**src/rtl/stack_alu_sequencer_if.sv**
```systemverilog
// Bus bundle between the RPN front end and its neighbours.
// Groups three channels:
//   token stream  : tok_valid, tok_ready, tok_kind, tok_data
//   ALU commands  : alu_opcode, alu_data (to ALU); alu_output, alu_overflow (from ALU)
//   result stream : res_valid, res_ready, res_data, res_overflow, res_err
// Modports:
//   master : environment side (token source, ALU, result sink)
//   slave  : the sequencer
interface stack_alu_sequencer_if #(
  parameter int N = 4
);
  logic         tok_valid;
  logic         tok_ready;
  logic [1:0]   tok_kind;
  logic [N-1:0] tok_data;

  logic [2:0]   alu_opcode;
  logic [N-1:0] alu_data;
  logic [N-1:0] alu_output;
  logic         alu_overflow;

  logic         res_valid;
  logic         res_ready;
  logic [N-1:0] res_data;
  logic         res_overflow;
  logic [1:0]   res_err;

  modport master (
    output tok_valid, tok_kind, tok_data, alu_output, alu_overflow, res_ready,
    input  tok_ready, alu_opcode, alu_data, res_valid, res_data, res_overflow, res_err
  );

  modport slave (
    input  tok_valid, tok_kind, tok_data, alu_output, alu_overflow, res_ready,
    output tok_ready, alu_opcode, alu_data, res_valid, res_data, res_overflow, res_err
  );
endinterface

```
**src/rtl/stack_alu_sequencer.sv**
```systemverilog
// RPN command sequencer for the stack ALU.
// Takes a postfix token stream, turns each token into a one-cycle ALU
// command, tracks stack depth locally so underflow/overflow never reach
// the ALU, pops the final value and returns one result per expression.
// Ports:
//   clk  : rising-edge clock
//   rst  : asynchronous active-low reset
//   bus  : token, ALU command and result channels (slave modport)
//
// state  | meaning
// ACCEPT | tok_ready high, waiting for a token
// ISSUE  | selected opcode on alu_opcode for one cycle, depth updated
// WAIT   | ALU result/overflow valid, sampled at end of cycle
// FLUSH  | one POP per cycle until the ALU stack is empty
// RESULT | res_valid high, held until res_ready
module stack_alu_sequencer #(
  parameter int N          = 4,
  parameter int STACK_SIZE = 16
) (
  input logic clk,
  input logic rst,
  stack_alu_sequencer_if.slave bus
);

  localparam int DW = $clog2(STACK_SIZE + 1);

  localparam logic [2:0] OP_NOP  = 3'b000;
  localparam logic [2:0] OP_ADD  = 3'b100;
  localparam logic [2:0] OP_MUL  = 3'b101;
  localparam logic [2:0] OP_PUSH = 3'b110;
  localparam logic [2:0] OP_POP  = 3'b111;

  localparam logic [1:0] K_OPND = 2'b00;
  localparam logic [1:0] K_ADD  = 2'b01;
  localparam logic [1:0] K_MUL  = 2'b10;
  localparam logic [1:0] K_END  = 2'b11;

  localparam logic [1:0] E_OK    = 2'b00;
  localparam logic [1:0] E_FULL  = 2'b01;
  localparam logic [1:0] E_UNDER = 2'b10;
  localparam logic [1:0] E_END   = 2'b11;

  typedef enum logic [2:0] {
    ST_ACCEPT,
    ST_ISSUE,
    ST_WAIT,
    ST_RESULT,
    ST_FLUSH
  } state_t;

  state_t       state_q, state_nx;
  logic [DW-1:0] depth_q, depth_nx;
  // Opcode in flight; WAIT uses it to tell an arithmetic op from the final POP.
  logic [2:0]   op_q, op_nx;
  logic [2:0]   alu_opcode_q, alu_opcode_nx;
  logic [N-1:0] alu_data_q, alu_data_nx;
  logic         tok_ready_q, tok_ready_nx;
  logic         res_valid_q, res_valid_nx;
  logic [N-1:0] res_data_q, res_data_nx;
  logic         res_overflow_q, res_overflow_nx;
  logic [1:0]   res_err_q, res_err_nx;
  logic         abort;

  always_ff @(posedge clk or negedge rst) begin
    if (!rst) begin
      state_q        <= ST_ACCEPT;
      depth_q        <= '0;
      op_q           <= OP_NOP;
      alu_opcode_q   <= OP_NOP;
      alu_data_q     <= '0;
      tok_ready_q    <= 1'b0;
      res_valid_q    <= 1'b0;
      res_data_q     <= '0;
      res_overflow_q <= 1'b0;
      res_err_q      <= E_OK;
    end else begin
      state_q        <= state_nx;
      depth_q        <= depth_nx;
      op_q           <= op_nx;
      alu_opcode_q   <= alu_opcode_nx;
      alu_data_q     <= alu_data_nx;
      tok_ready_q    <= tok_ready_nx;
      res_valid_q    <= res_valid_nx;
      res_data_q     <= res_data_nx;
      res_overflow_q <= res_overflow_nx;
      res_err_q      <= res_err_nx;
    end
  end

  always_comb begin
    state_nx        = state_q;
    depth_nx        = depth_q;
    op_nx           = op_q;
    alu_opcode_nx   = OP_NOP;
    alu_data_nx     = '0;
    tok_ready_nx    = 1'b0;
    res_valid_nx    = res_valid_q;
    res_data_nx     = res_data_q;
    res_overflow_nx = res_overflow_q;
    res_err_nx      = res_err_q;
    abort           = 1'b0;

    unique case (state_q)
      ST_ACCEPT: begin
        tok_ready_nx = 1'b1;
        if (bus.tok_valid && tok_ready_q) begin
          tok_ready_nx = 1'b0;
          unique case (bus.tok_kind)
            K_OPND: begin
              if (depth_q == DW'(STACK_SIZE)) begin
                res_err_nx = E_FULL;
                abort      = 1'b1;
              end else begin
                op_nx         = OP_PUSH;
                alu_opcode_nx = OP_PUSH;
                alu_data_nx   = bus.tok_data;
                state_nx      = ST_ISSUE;
              end
            end
            K_ADD, K_MUL: begin
              if (depth_q < DW'(2)) begin
                res_err_nx = E_UNDER;
                abort      = 1'b1;
              end else begin
                op_nx         = (bus.tok_kind == K_ADD) ? OP_ADD : OP_MUL;
                alu_opcode_nx = (bus.tok_kind == K_ADD) ? OP_ADD : OP_MUL;
                state_nx      = ST_ISSUE;
              end
            end
            K_END: begin
              if (depth_q == '0) begin
                res_err_nx   = E_END;
                res_data_nx  = '0;
                res_valid_nx = 1'b1;
                state_nx     = ST_RESULT;
              end else if (depth_q != DW'(1)) begin
                res_err_nx = E_END;
                abort      = 1'b1;
              end else begin
                op_nx         = OP_POP;
                alu_opcode_nx = OP_POP;
                state_nx      = ST_ISSUE;
              end
            end
          endcase
        end
        // An empty stack has nothing to flush, so report straight away.
        if (abort) begin
          if (depth_q == '0) begin
            res_data_nx  = '0;
            res_valid_nx = 1'b1;
            state_nx     = ST_RESULT;
          end else begin
            alu_opcode_nx = OP_POP;
            state_nx      = ST_FLUSH;
          end
        end
      end

      ST_ISSUE: begin
        if (op_q == OP_PUSH) begin
          depth_nx     = depth_q + DW'(1);
          tok_ready_nx = 1'b1;
          state_nx     = ST_ACCEPT;
        end else begin
          depth_nx = depth_q - DW'(1);
          state_nx = ST_WAIT;
        end
      end

      ST_WAIT: begin
        if (op_q == OP_POP) begin
          res_data_nx  = bus.alu_output;
          res_valid_nx = 1'b1;
          state_nx     = ST_RESULT;
        end else begin
          res_overflow_nx = res_overflow_q | bus.alu_overflow;
          tok_ready_nx    = 1'b1;
          state_nx        = ST_ACCEPT;
        end
      end

      // The POP for the current cycle is already on alu_opcode; decide
      // whether another one follows.
      ST_FLUSH: begin
        depth_nx = depth_q - DW'(1);
        if (depth_q == DW'(1)) begin
          res_data_nx  = '0;
          res_valid_nx = 1'b1;
          state_nx     = ST_RESULT;
        end else begin
          alu_opcode_nx = OP_POP;
        end
      end

      ST_RESULT: begin
        if (bus.res_ready) begin
          res_valid_nx    = 1'b0;
          res_overflow_nx = 1'b0;
          res_err_nx      = E_OK;
          depth_nx        = '0;
          tok_ready_nx    = 1'b1;
          state_nx        = ST_ACCEPT;
        end
      end

      default: state_nx = ST_ACCEPT;
    endcase
  end

  assign bus.tok_ready    = tok_ready_q;
  assign bus.alu_opcode   = alu_opcode_q;
  assign bus.alu_data     = alu_data_q;
  assign bus.res_valid    = res_valid_q;
  assign bus.res_data     = res_data_q;
  assign bus.res_overflow = res_overflow_q;
  assign bus.res_err      = res_err_q;

endmodule

```
**src/flat_wrapper.sv**
```systemverilog
// flat-port wrapper written by rule: the top's interface ports become plain ports
module stack_alu_sequencer_flat 
#(
  parameter int N          = 4,
  parameter int STACK_SIZE = 16
)
  (clk, rst, bus_tok_valid, bus_tok_kind, bus_tok_data, bus_alu_output, bus_alu_overflow, bus_res_ready, bus_tok_ready, bus_alu_opcode, bus_alu_data, bus_res_valid, bus_res_data, bus_res_overflow, bus_res_err);
  stack_alu_sequencer_if #(.N(N)) bus_i ();
  input logic clk;
  input logic rst;
  input wire logic [$bits(bus_i.tok_valid)-1:0] bus_tok_valid;
  input wire logic [$bits(bus_i.tok_kind)-1:0] bus_tok_kind;
  input wire logic [$bits(bus_i.tok_data)-1:0] bus_tok_data;
  input wire logic [$bits(bus_i.alu_output)-1:0] bus_alu_output;
  input wire logic [$bits(bus_i.alu_overflow)-1:0] bus_alu_overflow;
  input wire logic [$bits(bus_i.res_ready)-1:0] bus_res_ready;
  output wire logic [$bits(bus_i.tok_ready)-1:0] bus_tok_ready;
  output wire logic [$bits(bus_i.alu_opcode)-1:0] bus_alu_opcode;
  output wire logic [$bits(bus_i.alu_data)-1:0] bus_alu_data;
  output wire logic [$bits(bus_i.res_valid)-1:0] bus_res_valid;
  output wire logic [$bits(bus_i.res_data)-1:0] bus_res_data;
  output wire logic [$bits(bus_i.res_overflow)-1:0] bus_res_overflow;
  output wire logic [$bits(bus_i.res_err)-1:0] bus_res_err;
  assign bus_i.tok_valid = bus_tok_valid;
  assign bus_i.tok_kind = bus_tok_kind;
  assign bus_i.tok_data = bus_tok_data;
  assign bus_i.alu_output = bus_alu_output;
  assign bus_i.alu_overflow = bus_alu_overflow;
  assign bus_i.res_ready = bus_res_ready;
  assign bus_tok_ready = bus_i.tok_ready;
  assign bus_alu_opcode = bus_i.alu_opcode;
  assign bus_alu_data = bus_i.alu_data;
  assign bus_res_valid = bus_i.res_valid;
  assign bus_res_data = bus_i.res_data;
  assign bus_res_overflow = bus_i.res_overflow;
  assign bus_res_err = bus_i.res_err;
  stack_alu_sequencer #(.N(N), .STACK_SIZE(STACK_SIZE)) u_core (.clk(clk), .rst(rst), .bus(bus_i));
endmodule
```
**config.mk**
```make
export PLATFORM = sky130hd
export DESIGN_NAME = stack_alu_sequencer_flat
export DESIGN_NICKNAME = d
export VERILOG_FILES = /design/src/rtl/stack_alu_sequencer_if.sv /design/src/rtl/stack_alu_sequencer.sv /design/src/flat_wrapper.sv
export SDC_FILE = /design/constraint.sdc
export NUM_CORES = 1
export LEC_CHECK = 0
export CORE_MARGIN = 2
export CORE_UTILIZATION = 54
export CTS_BUF_LIST = sky130_fd_sc_hd__clkbuf_4 sky130_fd_sc_hd__clkbuf_8
export DETAILED_ROUTE_END_ITERATION = 12
export PLACE_DENSITY = 0.79
export RECOVER_POWER = 50
export SYNTH_ARGS = -nofsm -noshare
export SYNTH_HDL_FRONTEND = slang
export SYNTH_SLANG_ARGS = --single-unit
```
**constraint.sdc**
```tcl
create_clock -name clk -period 2.55 [get_ports clk]
set_clock_uncertainty 0.05 [all_clocks]
set_input_delay 0.51 -clock clk [delete_from_list [all_inputs] [get_ports clk]]
set_output_delay 0.51 -clock clk [all_outputs]
set_load 0.1 [all_outputs]
```
==> impl_metrics.csv, run 1 <==
group,metric,value,unit
run_status,outcome,"completed",
timing,hold_viol,0,
setup_path,cpMaxStageDelayCell,"or4b_4",
timing,setup_tns,0,ps
clocking,root_buffer,"clkbuf_4",
setup_path,cp_num_buf_inv,1,
clocking,htreeDepth,1,
global_routing,grt_usage,0.253,
setup_path,path_max_fanout,5,
synth,syn_nets,203,
timing,rsz0062_at_grt,"false",
place,dp.cells,248,
setup_path,max_stage_delay,510,ps
power,p_int,1.17,mW
synth,seq_area_frac_synth,0.409,
clocking,clockBufferDepth,2,
die,die_x,59.3,µm
hold_path,hp-start,"u_core.bus.res_valid$_DFFE_PN0P_",
timing,setup_viol,0,
layout,antennaDiodeCount,0,
synth,synth_cells,179,
place,dpl.hpwl,3.05,mm
synth,synthFlopType,"dfrtp_1",
layout,instances_no_fill,252,
hold_path,whs_endpoint,"u_core.bus.res_valid$_DFFE_PN0P_",
power,switching_power,1.45,mW
setup_path,critPathArrivalTime,2630,ps
hold_path,hold_depth,2,
layout,syn_to_final_growth,22.3,%
layout,final_util,0.678,
power,ir_worst_vdd,0.862,mV
setup_path,critical_path.startpoint_type,"register",
setup_path,r2r_cells,8,
synth,ys_seq_elements,27,
die,die_h,59.3,µm
power,power_density,1300,nW/µm²
die,row_count,20,
clocking,cts_tree,"done",
routing,dr.pass1.iters,4,
power,seqPwrFrac,0.293,
power,pwr-share-clk,0.074,
routing,vias,1532,
die,dieArea,3510,µm²
synth,synthesis.area,1650,µm²
job,maxCapViolations,0,
global_routing,grt_max_degree,28,
layout,fin_nets,244,
global_routing,grt_pass1_vias,1437,
timing,fmax,0.413,GHz
synth,ys_async_sr_fraction,1.00,
clocking,clk_pin_slew,160,ps
clocking,cts.sinks,27,
die,core_area,2980,µm²
layout,drive_gt1_frac,0.155,
clocking,cts_buffers,3,
clocking,clk_latency,330,ps
setup_path,r2r-end,"u_core.bus.res_err[1]$_DFFE_PN0P_",
timing,tightest_slew,1430,ps
synth,ys_types,47,
timing,slew_viol_final,0,
timing,finalCriticalPeriod,2420,ps
setup_path,crit_required,2750,ps
power,p_leak,0.914,nW
global_routing,grt-ovfl-total,0,
setup_path,r2r-start,"u_core.depth_q[1]$_DFFE_PN0P_",
power,netSwitchingFraction,0.553,
setup_path,crit_chain,"inv_2, ha_1, or4b_4, or3b_4, o21a_4, a32oi_4, nand2_1, o31ai_1",
routing,drt_wl_total,3.90,mm
clocking,post_cts_buffers,0,
hold_path,hold_path.class,"reg2reg",
power,p_comb_frac,0.634,
place,gp_congestion,0.845,
synth,syn_avg_cell_area,9.22,µm²
timing,relSlewSlack,0.0446,
place,portBuffers,30,
routing,drc,0,
setup_path,critPathCaptureType,"register",
timing,fin_crit_sh,0.950,
routing,ant_nets,0,
routing,drtIter0Drc,93,
global_routing,antenna_found_initial,0,
synth,synth-edff-count,0,
setup_path,path_class,"reg2reg",
global_routing,grt_first_pass_wirelength,6.65,mm
die,ios,31,
power,power,2.61,mW
die,initial_utilization,0.554,
routing,via_per_inst,6.08,
setup_path,r2r_setup_slack,130,ps
synth,ys.warnings.count,0,
routing,wl_per_cell,15.5,µm
setup_path,critical_path.top_delay_family,"simple AND/OR/NAND/NOR gates",
==> cell usage in the layout, fill, tap and decap left out, drive strengths merged, types with 5 or more instances in the layout <==
master / Yosys / final
buf: 4 / 22
nand2: 19 / 19
a21oi: 11 / 11
clkdlybuf4s50: 0 / 13
nor3: 7 / 7
o21ai: 9 / 9
inv: 8 / 8
ha: 9 / 9
o22ai: 5 / 5
dfrtp: 27 / 27
clkbuf: 4 / 11
a22o: 5 / 5
and2: 6 / 6
nand3: 8 / 8
nor2: 13 / 13
==> cell type report <==
class / instances / area (µm²)
inverter: 8 / 30.0
multi-input combinational: 136 / 906
sequential: 27 / 676
tap: 33 / 41.3
timing repair buffer: 44 / 335
fill: 239 / 960
clock buffer: 3 / 22.5
clock inverter: 1 / 7.51
==> power by group through the flow <==
stage | clock network, mW | registers, mW | logic [mW]
floorplan | 0 | 1.20 | 0.842
global placement | 0 | 0.755 | 1.62
detailed placement | 0 | 0.765 | 1.67
CTS | 0.195 | 0.759 | 1.68
global route | 0.219 | 0.790 | 1.79
finish | 0.193 | 0.765 | 1.66
==> worst max-delay path by stage <==
stage                                              from                           endpoint  slack (ps)  depth (start not counted)
after floorplan           u_core.depth_q[1]$_DFFE_PN0P_  u_core.bus.res_err[0]$_DFFE_PN0P_         300                          8
after CTS                 u_core.depth_q[1]$_DFFE_PN0P_  u_core.bus.res_err[1]$_DFFE_PN0P_          70                          8
after global routing      u_core.depth_q[1]$_DFFE_PN0P_  u_core.bus.res_err[1]$_DFFE_PN0P_           6                          8
after global placement                  bus_tok_kind[0]      u_core.state_q[1]$_DFFE_PN0P_          50                          8
final                     u_core.depth_q[1]$_DFFE_PN0P_  u_core.bus.res_err[1]$_DFFE_PN0P_         130                          8
after detailed placement                bus_tok_kind[1]      u_core.state_q[1]$_DFFE_PN0P_         -40                          8
==> sequential cells by signal (all words and copies together) (netlist names) <==
| register | cells |
|---|---|
| u_core.depth_q | 5 |
| u_core.bus.alu_data | 4 |
| u_core.bus.res_data | 4 |
| u_core.bus.alu_opcode | 3 |
| u_core.op_q | 3 |
| u_core.state_q | 3 |
| u_core.bus.res_err | 2 |
| u_core.bus.res_overflow | 1 |
| u_core.bus.res_valid | 1 |
| u_core.bus.tok_ready | 1 |
==> metrics by stage <==
stage	hold WS, ps	area [µm²]	setup WS [ps]
after CTS	461	2050	69.2
after global routing	495	2020	5.92
after floorplan	164	1650	305
final	453	2020	127
after global placement	415	2020	51.0
after detailed placement	428	2020	-42.4
==> tightest hold or removal path, stage by stage, from the launching register on <==
cell     delay [ps]
dfrtp_1         370
nand2_1          50
nand2_1          60
==> timing repair <==
item	4_1_cts	5_1_grt
gates resized for setup	0	1
endpoints found under the setup margin	0	5
hold buffers	0	0
==> per-layer routing <==
| metal | vias to the layer above | global-route usage | wire, µm |
|---|---|---|---|
| li1 | 730 | - | - |
| met1 | 746 | 0.338 | 1720 |
| met2 | 52 | 0.414 | 1930 |
| met3 | 4 | 0.0284 | 207 |
| met4 | 0 | 0.110 | 53 |
| met5 | - | 0 | 0 |
==> cell families (layout without fill, tap and decap cells) <==
kind of cell,after synthesis,after routing,share of synthesized area
simple gates,67,67,0.207
compound gates,55,55,0.246
flops,27,27,0.409
buf+inv,16,56,0.0417
fa+ha+maj,9,9,0.0682
xor+xnor,4,4,0.0212
mux,1,1,0.00682
==> cell usage after synthesis, types with 2 or more instances <==
library cell  instances  area share
ha_1                  9       0.068
xor2_1                2       0.011
nand2b_1              4       0.015
nor2_1               13       0.030
o31ai_1               3       0.014
dfrtp_1              27        0.41
nand3_1               8       0.024
nor3b_1               2      0.0091
clkbuf_1              4      0.0091
nor3_1                7       0.021
a21oi_1              11       0.033
buf_1                 2      0.0046
a31oi_1               2      0.0076
inv_1                 8       0.018
nand2_1              19       0.043
a22o_1                5       0.027
o21ai_0               8       0.024
a221oi_1              2       0.011
o22ai_1               5       0.019
a21o_1                4       0.018
and2_1                6       0.023
xnor2_1               2       0.011
a22oi_1               2      0.0091
No activity file was read; power rests on OpenSTA's default activity.
==> inputs of run 2 (changes only) <==
- ABC_AREA: not set -> 1
==> run 2 against run 1 <==
Net effect: fmax grew 28%; critical path depth fell by 6; power is 5.8% higher; largest power group unchanged; via count decreased by 4.1%; flip-flop and latch count stayed put; cell area rose by 0.19%; synthesized cell count is 20% higher.
==> impl_metrics.csv, run 2 <==
group,metric,value,unit
run_status,outcome,"completed",
synth,synth.area.top_cells,"dfrtp_1 40%, nand2_1 12%, ha_1 6.6%",
timing,finalCriticalPeriod,1890,ps
layout,layout.area.seq,676,µm²
die,die_h,60.2,µm
clocking,cts.sinks,27,
routing,wl_per_cell,11.8,µm
place,portBuffers,30,
setup_path,max_stage_delay,1040,ps
timing,hold_viol,0,
synth,synth_cells,214,
power,seqPwrFrac,0.273,
setup_path,critical_path.top_delay_family,"buffers and inverters",
routing,dr.pass1.iters,4,
clocking,cts_resized,0,
setup_path,cpMaxStageDelayCell,"clkbuf_1",
setup_path,critPathArrivalTime,2070,ps
clocking,cts_hold_buf,0,
synth,ys_seq_elements,27,
clocking,cts_tree,"done",
layout,final_cell_mix,"56 x nand2_1, 27 x dfrtp_1, 20 x nand3_1",
global_routing,grt_usage,0.221,
setup_path,path_class,"in2async",
clocking,root_buffer,"clkbuf_4",
layout,fin_nets,272,
power,power_density,1370,nW/µm²
global_routing,grt_max_degree,28,
hold_path,hold_path.class,"reg2reg",
layout,final_area,2020,µm²
timing,fin_crit_sh,0.743,
layout,top_register,"u_core.depth_q",
synth,ys_async_sr_fraction,1.00,
power,ir_worst_vdd,0.504,mV
layout,fillers,267,
clocking,clockBufferDepth,2,
job,maxCapViolations,0,
place,dpl_cell_area,2010,µm²
timing,tightest_slew,1430,ps
place,dpl.hpwl,2.64,mm
setup_path,critPathCaptureType,"async pin",
global_routing,grt_pass1_vias,1392,
setup_path,path_max_fanout,27,
synth,post-synth-top-count-cell,"nand2_1",
setup_path,critical_path.startpoint_type,"input pin",
timing,setup_tns,0,ps
timing,setup_viol,0,
die,row_count,20,
die,dieArea,3620,µm²
routing,drc,0,
power,power,2.77,mW
layout,multi_input_area,896,µm²
timing,hold_ws,451,ps
setup_path,crit_cells,2,
die,ios,31,
timing,relSlewSlack,0.0470,
clocking,clk_pin_slew,150,ps
synth,synth-edff-count,0,
layout,final_common_cell,"nand2_1",
synth,syn_nets,238,
synth,syn_avg_cell_area,7.97,µm²
synth,ys_types,33,
synth,synthFlopType,"dfrtp_1",
clocking,clk_latency,340,ps
power,p_int,1.15,mW
die,initial_utilization,0.563,
clocking,post_cts_buffers,0,
setup_path,r2r_cells,8,
power,netSwitchingFraction,0.584,
power,switching_power,1.62,mW
die,die_x,60.2,µm
timing,rsz0062_at_grt,"false",
die,core_area,3030,µm²
setup_path,crit_chain,"dlygate4sd3_1, clkbuf_1",
routing,drtIter0Drc,124,
synth,synthesis.area,1710,µm²
power,p_leak,1.04,nW
clocking,htreeDepth,1,
global_routing,antenna_found_initial,0,
global_routing,grt_first_pass_wirelength,5.96,mm
global_routing,grt-ovfl-total,0,
layout,antennaDiodeCount,0,
setup_path,crit_required,2730,ps
layout,syn_to_final_growth,18.6,%
timing,fmax,0.528,GHz
place,gp_congestion,0.881,
synth,yosys-top-cells-count,"56 x nand2_1, 27 x dfrtp_1, 18 x nand3_1, 18 x nor2_1, 17 x inv_1",
timing,slew_viol_final,0,
routing,via_per_inst,5.05,
setup_path,cp_num_buf_inv,2,
hold_path,hold_depth,2,
clocking,cts_buffers,3,
routing,drt_wl_total,3.43,mm
power,p_comb_frac,0.656,
routing,ant_nets,0,
power,pwr-share-clk,0.070,
layout,largest_reg_flops,5,
synth,ys.warnings.count,0,
layout,final_util,0.668,
synth,synth_top_area_cell,"dfrtp_1",
routing,vias,1469,
synth,synth_top_area_frac,0.396,
layout,drive_gt1_frac,0.190,
synth,seq_area_frac_synth,0.396,
## run 2: per-stage QoR
| step | worst slack, ps | cells |
|---|---|---|
| 2_1_floorplan | 605 | 214 |
| 3_3_place_gp | 329 | 287 |
| 3_5_place_dp | 289 | 287 |
| 4_1_cts | 664 | 291 |
| 5_1_grt | 343 | 291 |
| 6_report | 656 | 291 |
## run 2: worst paths after layout
check	start	to	slack, ps
max in group clk	bus_tok_kind[0]	u_core.bus.res_data[3]$_DFFE_PN0P_	660
min in group asynchronous	rst	u_core.op_q[1]$_DFFE_PN0P_	970
hold reg to reg	u_core.bus.res_data[0]$_DFFE_PN0P_	u_core.bus.res_data[0]$_DFFE_PN0P_	450
setup reg to reg	u_core.state_q[2]$_DFFE_PN0P_	u_core.depth_q[4]$_DFFE_PN0P_	730
setup / recovery	rst	u_core.state_q[1]$_DFFE_PN0P_	660
hold / removal	u_core.bus.res_data[0]$_DFFE_PN0P_	u_core.bus.res_data[0]$_DFFE_PN0P_	450
## run 2: area by class of cell
cell class                      instances  area share
Sequential cell                        27       0.334
Clock buffer                            3      0.0111
Inverter                               27      0.0501
Clock inverter                          1     0.00371
Timing Repair Buffer                   31       0.131
Multi-Input combinational cell        158       0.443
Tap cell                               44      0.0272
## run 2: power by group through the flow
stage	clock, mW	combinational (mW)	sequential, mW
finish	0.194	1.82	0.756
global route	0.217	1.99	0.782
CTS	0.199	1.83	0.760
detailed placement	0	1.82	0.768
global placement	0	1.80	0.763
floorplan	0	0.865	1.37
## run 2: worst min-delay path, stage by stage (launching register included)
cell and delay [ps]:
dfrtp_1 380, nand2_1 60, nand2_1 50
## run 2: cells by family after synthesis
| logic type | count (synthesis) | synth area share |
|---|---|---|
| AO/OA/AOI/OAI | 23 | 0.0814 |
| XOR/XNOR | 6 | 0.0308 |
| adder cells (fa/ha/maj) | 9 | 0.0660 |
| buffers and inverters | 29 | 0.0726 |
| flip-flops | 27 | 0.396 |
| AND/OR/NAND/NOR | 120 | 0.353 |
## run 2: per-layer routing
metal  GRT usage  part of all wire  wire length [µm]  vias up
met4      0.0794             0.015                51        0
met1       0.302              0.48              1630      676
met2       0.356              0.47              1620       35
met5           0                 0                 0        -
li1            -                 -                 -      753
met3      0.0325             0.038               129        5
==> inputs of run 3 (changes only) <==
- CORE_UTILIZATION: 54 -> 49
- PLACE_DENSITY: 0.79 -> 0.75
- clock period: 2.55 -> 1.6 ns (I/O delays scaled with it)
==> run 3 against run 2 <==
Net effect: the flow now finishes with violations (negative setup slack); cell count increased by 10%; global-route usage increased by 1.3 points; via count is 19% higher; register-to-register slack got worse by 830 ps; sequential power grew 69%; sequential share of layout area shrank 7.6 points; setup slack got worse by 750 ps; clock power grew 55%; routed wire length grew 39%; die area is 9.5% higher; hold slack lost 1.2 ps; critical path type is now reg2reg; largest power group unchanged; highest routed layer unchanged.
==> impl_metrics.csv, run 3 (same netlist as run 2, synthesis figures left out) <==
group,metric,value,unit
clocking,cts_tree,"done",
clocking,cts_hold_buf,0,
hold_path,hold_depth,3,
timing,fin_crit_sh,1.06,
setup_path,critPathCaptureType,"register",
die,core_area,3340,µm²
layout,fillers,214,
run_status,violations,"negative setup slack",
routing,drt_wl_total,4.78,mm
setup_path,crit_start,"u_core.depth_q[1]$_DFFE_PN0P_",
power,ir_worst_vdd,0.896,mV
layout,top_register,"u_core.depth_q",
global_routing,grt-ovfl-total,0,
global_routing,grt_max_degree,28,
timing,tightest_slew,672,ps
routing,vias,1746,
die,row_count,21,
layout,drive_gt1_frac,0.405,
place,dpl_worst_slack,-459,ps
clocking,root_buffer,"clkbuf_4",
place,dpl.hpwl,3.00,mm
power,p_comb_frac,0.713,
timing,hold_viol,0,
hold_path,hp-start,"bus_tok_data[3]",
layout,final_cell_mix,"48 x nand2_1, 24 x buf_4, 24 x dfrtp_1",
layout,syn_to_final_growth,54.8,%
die,dieArea,3970,µm²
clocking,cts.sinks,27,
setup_path,r2r-end,"u_core.state_q[1]$_DFFE_PN0P_",
clocking,clk_pin_slew,160,ps
setup_path,critical_path.startpoint_type,"register",
job,maxCapViolations,0,
timing,setup_viol,11,
global_routing,grt_usage,0.234,
hold_path,whs_endpoint,"u_core.bus.alu_data[3]$_DFF_PN0_",
timing,fmax,0.589,GHz
timing,slew_viol_final,0,
clocking,clockBufferDepth,2,
power,power,5.53,mW
setup_path,r2r_cells,13,
routing,dr.pass1.iters,6,
timing,relSlewSlack,0.552,
routing,wl_per_cell,14.9,µm
layout,largest_reg_flops,5,
power,p_leak,1.26,nW
routing,drtIter0Drc,102,
power,pwr-share-clk,0.055,
layout,final_common_cell,"nand2_1",
run_status,outcome,"complete, but fails checks",
power,power_density,2090,nW/µm²
setup_path,path_class,"reg2reg",
layout,layout.area.seq,682,µm²
power,seqPwrFrac,0.232,
timing,rsz0062_at_grt,"true",
timing,timing.final.ws_setup,-96.6,ps
place,dpl_cell_area,2350,µm²
hold_path,hold_path.class,"in2reg",
clocking,htreeDepth,1,
power,p_int,2.53,mW
layout,instances_no_fill,320,
layout,multi_input_area,1100,µm²
setup_path,critPathArrivalTime,1930,ps
routing,drc,0,
die,die_h,63.0,µm
place,gp_congestion,0.851,
routing,ant_nets,0,
die,die_x,63.0,µm
layout,final_area,2640,µm²
global_routing,grt_first_pass_wirelength,7.31,mm
routing,via_per_inst,5.46,
setup_path,r2r-start,"u_core.depth_q[1]$_DFFE_PN0P_",
timing,finalCriticalPeriod,1700,ps
place,portBuffers,30,
power,netSwitchingFraction,0.542,
clocking,cts_buffers,3,
power,switching_power,3.00,mW
layout,fin_nets,299,
clocking,clk_latency,330,ps
place,dp.cells,308,
setup_path,path_max_fanout,3,
global_routing,grt_pass1_vias,1682,
setup_path,crit_required,1830,ps
layout,antennaDiodeCount,0,
die,initial_utilization,0.511,
timing,setup_tns,-498,ps
die,ios,31,
global_routing,antenna_found_initial,0,
setup_path,r2r_setup_slack,-100,ps
==> run 3: routing by layer <==
| layer | vias up | part of all wire | global-route usage |
|---|---|---|---|
| met1 | 823 | 0.40 | 0.282 |
| met2 | 94 | 0.51 | 0.420 |
| met5 | - | 0 | 0 |
| li1 | 819 | - | - |
| met4 | 0 | 0.015 | 0.0917 |
| met3 | 10 | 0.072 | 0.0324 |
==> run 3: layout make-up <==
cell class / instances / share of cell area
inverter: 27 / 0.0403
multi-input combinational: 158 / 0.418
clock inverter: 1 / 0.00190
tap: 46 / 0.0218
timing repair buffer: 58 / 0.252
clock buffer: 3 / 0.00853
sequential: 27 / 0.258
==> run 3: how the worst max path moves through the flow <==
| stage | slack [ps] | cells after the start | to |
|---|---|---|---|
| floorplan | 30 | 12 | u_core.bus.res_data[0]$_DFFE_PN0P_ |
| global placement | -400 | 9 | u_core.bus.res_data[0]$_DFFE_PN0P_ |
| detailed placement | -460 | 9 | u_core.bus.res_data[2]$_DFFE_PN0P_ |
| CTS | -50 | 11 | u_core.bus.res_data[2]$_DFFE_PN0P_ |
| global route | -200 | 13 | u_core.state_q[1]$_DFFE_PN0P_ |
| finish | -100 | 13 | u_core.state_q[1]$_DFFE_PN0P_ |
==> run 3: timing repair <==
action,in CTS,in global routing
pin swaps,10,22
setup endpoints to repair,14,17
setup buffers,4,4
gates resized for setup,20,37
==> run 3: power groups by stage <==
stage                     sequential [mW]  clock [mW]  combinational (mW)
after floorplan                      2.20           0                1.38
after global placement               1.27           0                3.45
after detailed placement             1.27           0                3.51
after CTS                            1.27       0.304                3.59
after global routing                 1.32       0.330                4.17
final                                1.28       0.301                3.94
==> run 3: stage by stage <==
step / utilization / hold slack [ps]
final: 0.791 / 450
after global routing: 0.791 / 457
after CTS: 0.740 / 292
after detailed placement: 0.706 / 434
after global placement: 0.706 / 427
after floorplan: - / -25.6
==> run 3: worst max-delay path, stage by stage, from the launching register on <==
cell     delay, ps
dfrtp_1        420
inv_2          120
ha_4           140
inv_2           30
nor2_2          90
nand2_2        100
inv_4          100
nor2_4          50
inv_2           70
buf_6          110
nand2_4         60
a21oi_4        130
nand2_1         90
nand2_1         90
